`src/rtl/staccato_pkg.sv`:
```
// Shared definitions for the rhythm-gate path: FSM encoding, default timing
// constants and the note counter width used by the display.
package staccato_pkg;

  typedef enum logic [1:0] {
    ST_IDLE    = 2'd0,
    ST_ARM     = 2'd1,
    ST_PLAY    = 2'd2,
    ST_RELEASE = 2'd3
  } state_e;

  localparam int DEF_MIN_GATE       = 1000;
  localparam int DEF_RELEASE_CYCLES = 2_500_000;
  localparam int DEF_PERIOD_W       = 18;
  localparam int NOTE_CNT_W         = 8;

  // Counter width for a terminal count of n, never narrower than one bit.
  function automatic int cnt_width(input int n);
    return (n > 1) ? $clog2(n) : 1;
  endfunction

endpackage

```
`src/rtl/tone_divider.sv`:
```
// Square-wave tone generator: latches the half-period on load and toggles sq
// every half-period while enabled; a zero half-period keeps sq low.
module tone_divider
  import staccato_pkg::*;
#(
  parameter int PERIOD_W = DEF_PERIOD_W
) (
  input  logic                clk,
  input  logic                rst_n,
  input  logic                en,
  input  logic                load,
  input  logic [PERIOD_W-1:0] half_period,
  output logic                sq
);

  logic [PERIOD_W-1:0] period_q;
  logic [PERIOD_W-1:0] tone_cnt_q;
  logic                sq_q;

  always_ff @(posedge clk or negedge rst_n) begin
    if (!rst_n) begin
      period_q   <= '0;
      tone_cnt_q <= '0;
      sq_q       <= 1'b0;
    end else if (load) begin
      period_q   <= half_period;
      tone_cnt_q <= '0;
      sq_q       <= (half_period != '0);
    end else if (en) begin
      if (period_q == '0) begin
        sq_q       <= 1'b0;
        tone_cnt_q <= '0;
      end else if (tone_cnt_q == period_q - PERIOD_W'(1)) begin
        sq_q       <= ~sq_q;
        tone_cnt_q <= '0;
      end else begin
        tone_cnt_q <= tone_cnt_q + PERIOD_W'(1);
      end
    end else begin
      sq_q       <= 1'b0;
      tone_cnt_q <= '0;
    end
  end

  assign sq = sq_q;

endmodule

```
`src/rtl/staccato_gate_player.sv`:
```
// Turns each synchronised, glitch-filtered gate pulse into one square-wave note
// with a release tail, and counts the notes started.
module staccato_gate_player
  import staccato_pkg::*;
#(
  parameter int SYNC_STAGES    = 2,
  parameter int MIN_GATE       = DEF_MIN_GATE,
  parameter int RELEASE_CYCLES = DEF_RELEASE_CYCLES,
  parameter int PERIOD_W       = DEF_PERIOD_W
) (
  input  logic                  clk,
  input  logic                  rst_n,
  input  logic                  gate_in,
  input  logic [PERIOD_W-1:0]   half_period,
  output logic                  audio_out,
  output logic                  playing,
  output logic [NOTE_CNT_W-1:0] note_count
);

  localparam int ARM_W = cnt_width(MIN_GATE);
  localparam int REL_W = cnt_width(RELEASE_CYCLES);
  localparam logic [ARM_W-1:0] ARM_LAST = ARM_W'(MIN_GATE - 1);
  localparam logic [REL_W-1:0] REL_LAST = REL_W'(RELEASE_CYCLES - 1);

  logic [SYNC_STAGES-1:0] sync_q;
  logic                   gate_q;
  state_e                 state_q;
  logic [ARM_W-1:0]       arm_cnt_q;
  logic [REL_W-1:0]       rel_cnt_q;
  logic                   playing_q;
  logic [NOTE_CNT_W-1:0]  note_count_q;

  logic gate_s, rise, arm_done, rel_done, tone_load, tone_run;

  assign gate_s   = sync_q[SYNC_STAGES-1];
  assign rise     = gate_s & ~gate_q;
  assign arm_done = (state_q == ST_ARM) && gate_s && (arm_cnt_q == ARM_LAST);
  assign rel_done = (rel_cnt_q == REL_LAST);

  // The divider is steered by the next state so audio_out drops on the same
  // edge the FSM leaves the tail (timeout or retrigger).
  assign tone_load = arm_done;
  assign tone_run  = (state_q == ST_PLAY) ||
                     ((state_q == ST_RELEASE) && !rise && !rel_done);

  always_ff @(posedge clk or negedge rst_n) begin
    if (!rst_n) begin
      sync_q <= '0;
      gate_q <= 1'b0;
    end else begin
      sync_q <= {sync_q[SYNC_STAGES-2:0], gate_in};
      gate_q <= gate_s;
    end
  end

  always_ff @(posedge clk or negedge rst_n) begin
    if (!rst_n) begin
      state_q      <= ST_IDLE;
      arm_cnt_q    <= '0;
      rel_cnt_q    <= '0;
      playing_q    <= 1'b0;
      note_count_q <= '0;
    end else begin
      unique case (state_q)
        ST_IDLE: begin
          if (rise) begin
            state_q   <= ST_ARM;
            arm_cnt_q <= '0;
          end
        end
        ST_ARM: begin
          if (!gate_s) begin
            state_q <= ST_IDLE;
          end else if (arm_done) begin
            state_q      <= ST_PLAY;
            playing_q    <= 1'b1;
            note_count_q <= note_count_q + NOTE_CNT_W'(1);
          end else begin
            arm_cnt_q <= arm_cnt_q + ARM_W'(1);
          end
        end
        ST_PLAY: begin
          if (!gate_s) begin
            state_q   <= ST_RELEASE;
            rel_cnt_q <= '0;
          end
        end
        ST_RELEASE: begin
          // A retrigger wins over a coinciding timeout so the new note is kept.
          if (rise) begin
            state_q   <= ST_ARM;
            arm_cnt_q <= '0;
            playing_q <= 1'b0;
          end else if (rel_done) begin
            state_q   <= ST_IDLE;
            playing_q <= 1'b0;
          end else begin
            rel_cnt_q <= rel_cnt_q + REL_W'(1);
          end
        end
        default: begin
          state_q   <= ST_IDLE;
          playing_q <= 1'b0;
        end
      endcase
    end
  end

  tone_divider #(.PERIOD_W(PERIOD_W)) u_tone (
    .clk        (clk),
    .rst_n      (rst_n),
    .en         (tone_run),
    .load       (tone_load),
    .half_period(half_period),
    .sq         (audio_out)
  );

  assign playing    = playing_q;
  assign note_count = note_count_q;

endmodule

```
`config.mk`:
```
export PLATFORM = sky130hd
export DESIGN_NAME = staccato_gate_player
export DESIGN_NICKNAME = d
export VERILOG_FILES = /design/src/rtl/staccato_pkg.sv /design/src/rtl/tone_divider.sv /design/src/rtl/staccato_gate_player.sv
export SDC_FILE = /design/constraint.sdc
export NUM_CORES = 1
export LEC_CHECK = 0
export ABC_AREA = 1
export ABC_CLOCK_PERIOD_IN_PS = 4100
export BUFFER_PORTS_ARGS = -buffer_cell sky130_fd_sc_hd__buf_2
export CORE_ASPECT_RATIO = 1.75
export CORE_UTILIZATION = 35
export CTS_CLUSTER_SIZE = 12
export DETAILED_ROUTE_END_ITERATION = 16
export HOLD_SLACK_MARGIN = 0.06
export SLEW_MARGIN = 20
export SYNTH_ARGS = -nofsm -noshare
export SYNTH_HDL_FRONTEND = slang
export SYNTH_SLANG_ARGS = --single-unit
export TNS_END_PERCENT = 100
```
`constraint.sdc`:
```
create_clock -name clk -period 4.1 [get_ports clk]
set_clock_uncertainty 0.05 [all_clocks]
set_input_delay 0.82 -clock clk [delete_from_list [all_inputs] [get_ports clk]]
set_output_delay 0.82 -clock clk [all_outputs]
set_load 0.005 [all_outputs]
```
==> impl_metrics.toml <==
[power_and_ir_drop]
p_comb_frac = 0.179
p_seq_frac = 0.398
swShare = 0.298
p_leak_uw = 0.00276
clkPwrFrac = 0.423
power_density_mw_per_mm2 = 394
p_int_uw = 1580
vdd_ir_drop_max_mv = 0.255
switchingPower_uw = 670

[hold_path]
hold_start = "sync_q[0]"
whs_endpoint = "sync_q[1]"
hold_path_class = "register to register"
min_path_cells = 0

[global_routing]
grt_first_pass_wirelength_um = 20600
grt-busiest-layer = "met2"
grtUsageMet3 = 0.0298
grt_max_degree = 70
grt_use_met1 = 0.187
antenna_found_initial = 0
grtUsageTotal = 0.177
first_global_vias = 4414
use_met2 = 0.333
gr-total-overflow = 0

[die]
die_w_um = 92.5
core_area_mm2 = 0.0139
start_util = 0.361
die_area_mm2 = 0.0148
row_count = 57
pin_count = 31
die_y_um = 160

[clocking]
cts.sinks = 83
clock_latency_ns = 0.34
cts_setup_buffers = 0
clk_pin_slew_ns = 0.06
cts_htree_levels = 3
cts_buffers = 9
clk_path_buf_depth = 2
cts-resized-gates = 0
cts.root.buffer_cell = "clkbuf_16"
ctsHoldBuffers = 0
cts_tree = "yes"

[critical_path]
critPathKind = "register to register"
worstReg2RegEnd = "rel_cnt_q[11]"
rrSetupSlack_ns = 1.40
critical_path_arrival_ns = 2.88
reg2reg_depth = 11
required_ns = 4.28
critPathLaunchType = "register"
cp_max_fo = 14
setup.worst_path.end_class = "register"

[run]
drv_cap = 0

[timing]
rsz0062_at_grt = "no"
fmax_mhz = 370
finalSetupViolCount = 0
finalHoldViolCount = 0
tns_ns = 0
slew_viol_final = 0
maxSlewHeadroom = 0.417
worst_pin_slew_ns = 0.874
period_minus_slack_ns = 2.70
period_share = 0.659

[logic_synthesis]
synth_fp_nets = 723
yosysSeqAreaShare = 0.414
synthTopCellsByArea = "dfrtp_1 41%, nand2_1 13%, inv_1 7.7%, nor2_1 6.3%, nand3_1 4.6%"
ys_seq_elements = 83
syn_inst = 692
synth_top_area_share = 0.414
syn_area_per_cell_um2 = 7.25
ys_warn_count = 0
yosys.area.top_type = "dfrtp_1"
netlist-cell-type-count = 30
synth_area_mm2 = 0.00502

[detailed_routing]
avgRoutedWirePerCell_um = 13.5
drt-total-wl_um = 12200
via_per_inst = 4.89
drt_iter0_markers = 214
drc = 0
firstDrtPassIters = 5
via_count = 4429
ant_nets = 0

[cells_and_area]
diodes = 0
fin_util = 0.410
drive_gt1_frac = 0.0810
nets = 754
fin_area_mm2 = 0.00571
syn2layout_area_growth_pct = 13.7

[outcome]
status = "finished clean"

[placed_design]
hpwl_um = 9430
post_dp_cell_area_mm2 = 0.00535
gp_congestion = 0.891
portBuffers = 30
==> metal layers <==
metal,vias up,part of all wire
met5,-,0
met4,0,0.032
met3,25,0.027
met2,81,0.55
met1,2050,0.39
li1,2273,-
==> flip-flops by register name (all words and copies together), names as in the netlist, named ones only <==
name / count
arm_cnt_q: 10
gate_q: 1
note_count: 8
playing: 1
rel_cnt_q: 22
state_q: 1
sync_q: 2
u_tone.period_q: 18
u_tone.sq: 1
u_tone.tone_cnt_q: 18
==> synth_stat cells, drive strengths merged <==
cell type	n
a211oi	1
a21o	1
a21oi	21
a31oi	3
buf	4
clkbuf	9
dfrtp	83
ha	10
inv	103
nand2	179
nand3	46
nand3b	3
nand4	24
nor2	87
nor3	21
nor3b	1
nor4	3
o21a	2
o21ai	30
o21bai	1
o22ai	2
o31ai	12
or2	4
xnor2	17
xor2	25
==> logic make-up (layout without fill, tap and decap cells) <==
| kind of cell | count (synthesis) | after routing | synth area share |
|---|---|---|---|
| and+or+nand+nor | 368 | 368 | 0.314 |
| buffers and inverters | 116 | 152 | 0.0893 |
| DFF | 83 | 83 | 0.414 |
| AOI/OAI and AO/OA | 73 | 73 | 0.0848 |
| xor gates and xnor gates | 42 | 42 | 0.0733 |
| adders and majority gates | 10 | 10 | 0.0249 |
==> worst max-delay path, cell delays in order (launching register included) <==
cell and delay [ns]:
dfrtp_1 0.41, ha_1 0.34, o21ai_0 0.12, a21oi_1 0.19, nand2_1 0.30, nand2_1 0.16, buf_4 0.19, inv_1 0.20
nor2_1 0.26, nand3_1 0.13, o21ai_0 0.17, nor2_1 0.06
==> placed cells by master (no fill, tap or decap), types with 2 or more instances in the layout <==
cell type and n:
xor2_1 25, clkbuf_16 9, dfrtp_1 83, nor4_1 3
or2_2 4, buf_4 4, o31ai_1 12, nand2_2 2
bufinv_16 3, buf_2 29, nand4_1 24, o21ai_0 30
a21oi_1 21, nor3_1 21, nand2_1 177, ha_1 10
o22ai_1 2, a31oi_1 3, nand3_1 46, inv_1 103
clkinv_4 2, nand3b_1 3, o21a_1 2, nor2_1 84
xnor2_1 17, nor2_2 2
==> area by class of cell <==
type / count / area, um2
clock inverter: 6 / 113
clock buffer: 10 / 239
multi-input combinational: 493 / 2490
inverter: 103 / 387
sequential: 83 / 2080
timing repair buffer: 33 / 175
tap: 177 / 221
fill: 1465 / 8200
==> per-stage QoR <==
stage                     total power, uW  setup slack, ns  hold WS, ns  std cells
after global placement               1320             1.43        0.285        889
after global routing                 2380             1.18        0.307        905
final                                2250             1.40        0.299        905
after CTS                            2280             1.39        0.302        905
after detailed placement             1320             1.40        0.287        889
after floorplan                      1200             2.12        0.281        692
==> power by group through the flow <==
| stage | clock, uW | sequential, uW | combinational, uW |
|---|---|---|---|
| after detailed placement | 0 | 910 | 409 |
| after floorplan | 0 | 901 | 303 |
| after CTS | 974 | 895 | 411 |
| after global placement | 0 | 908 | 407 |
| final | 952 | 895 | 403 |
| after global routing | 1010 | 900 | 468 |
==> worst max path at each step <==
stage	slack (ns)	endpoint	start
2_1_floorplan	2.12	u_tone.tone_cnt_q[12]	u_tone.period_q[0]
3_3_place_gp	1.43	rel_cnt_q[11]	register
3_5_place_dp	1.40	rel_cnt_q[11]	register
4_1_cts	1.39	rel_cnt_q[11]	register
5_1_grt	1.18	rel_cnt_q[11]	register
6_report	1.40	rel_cnt_q[11]	register
(Power assumes the default switching activity.)
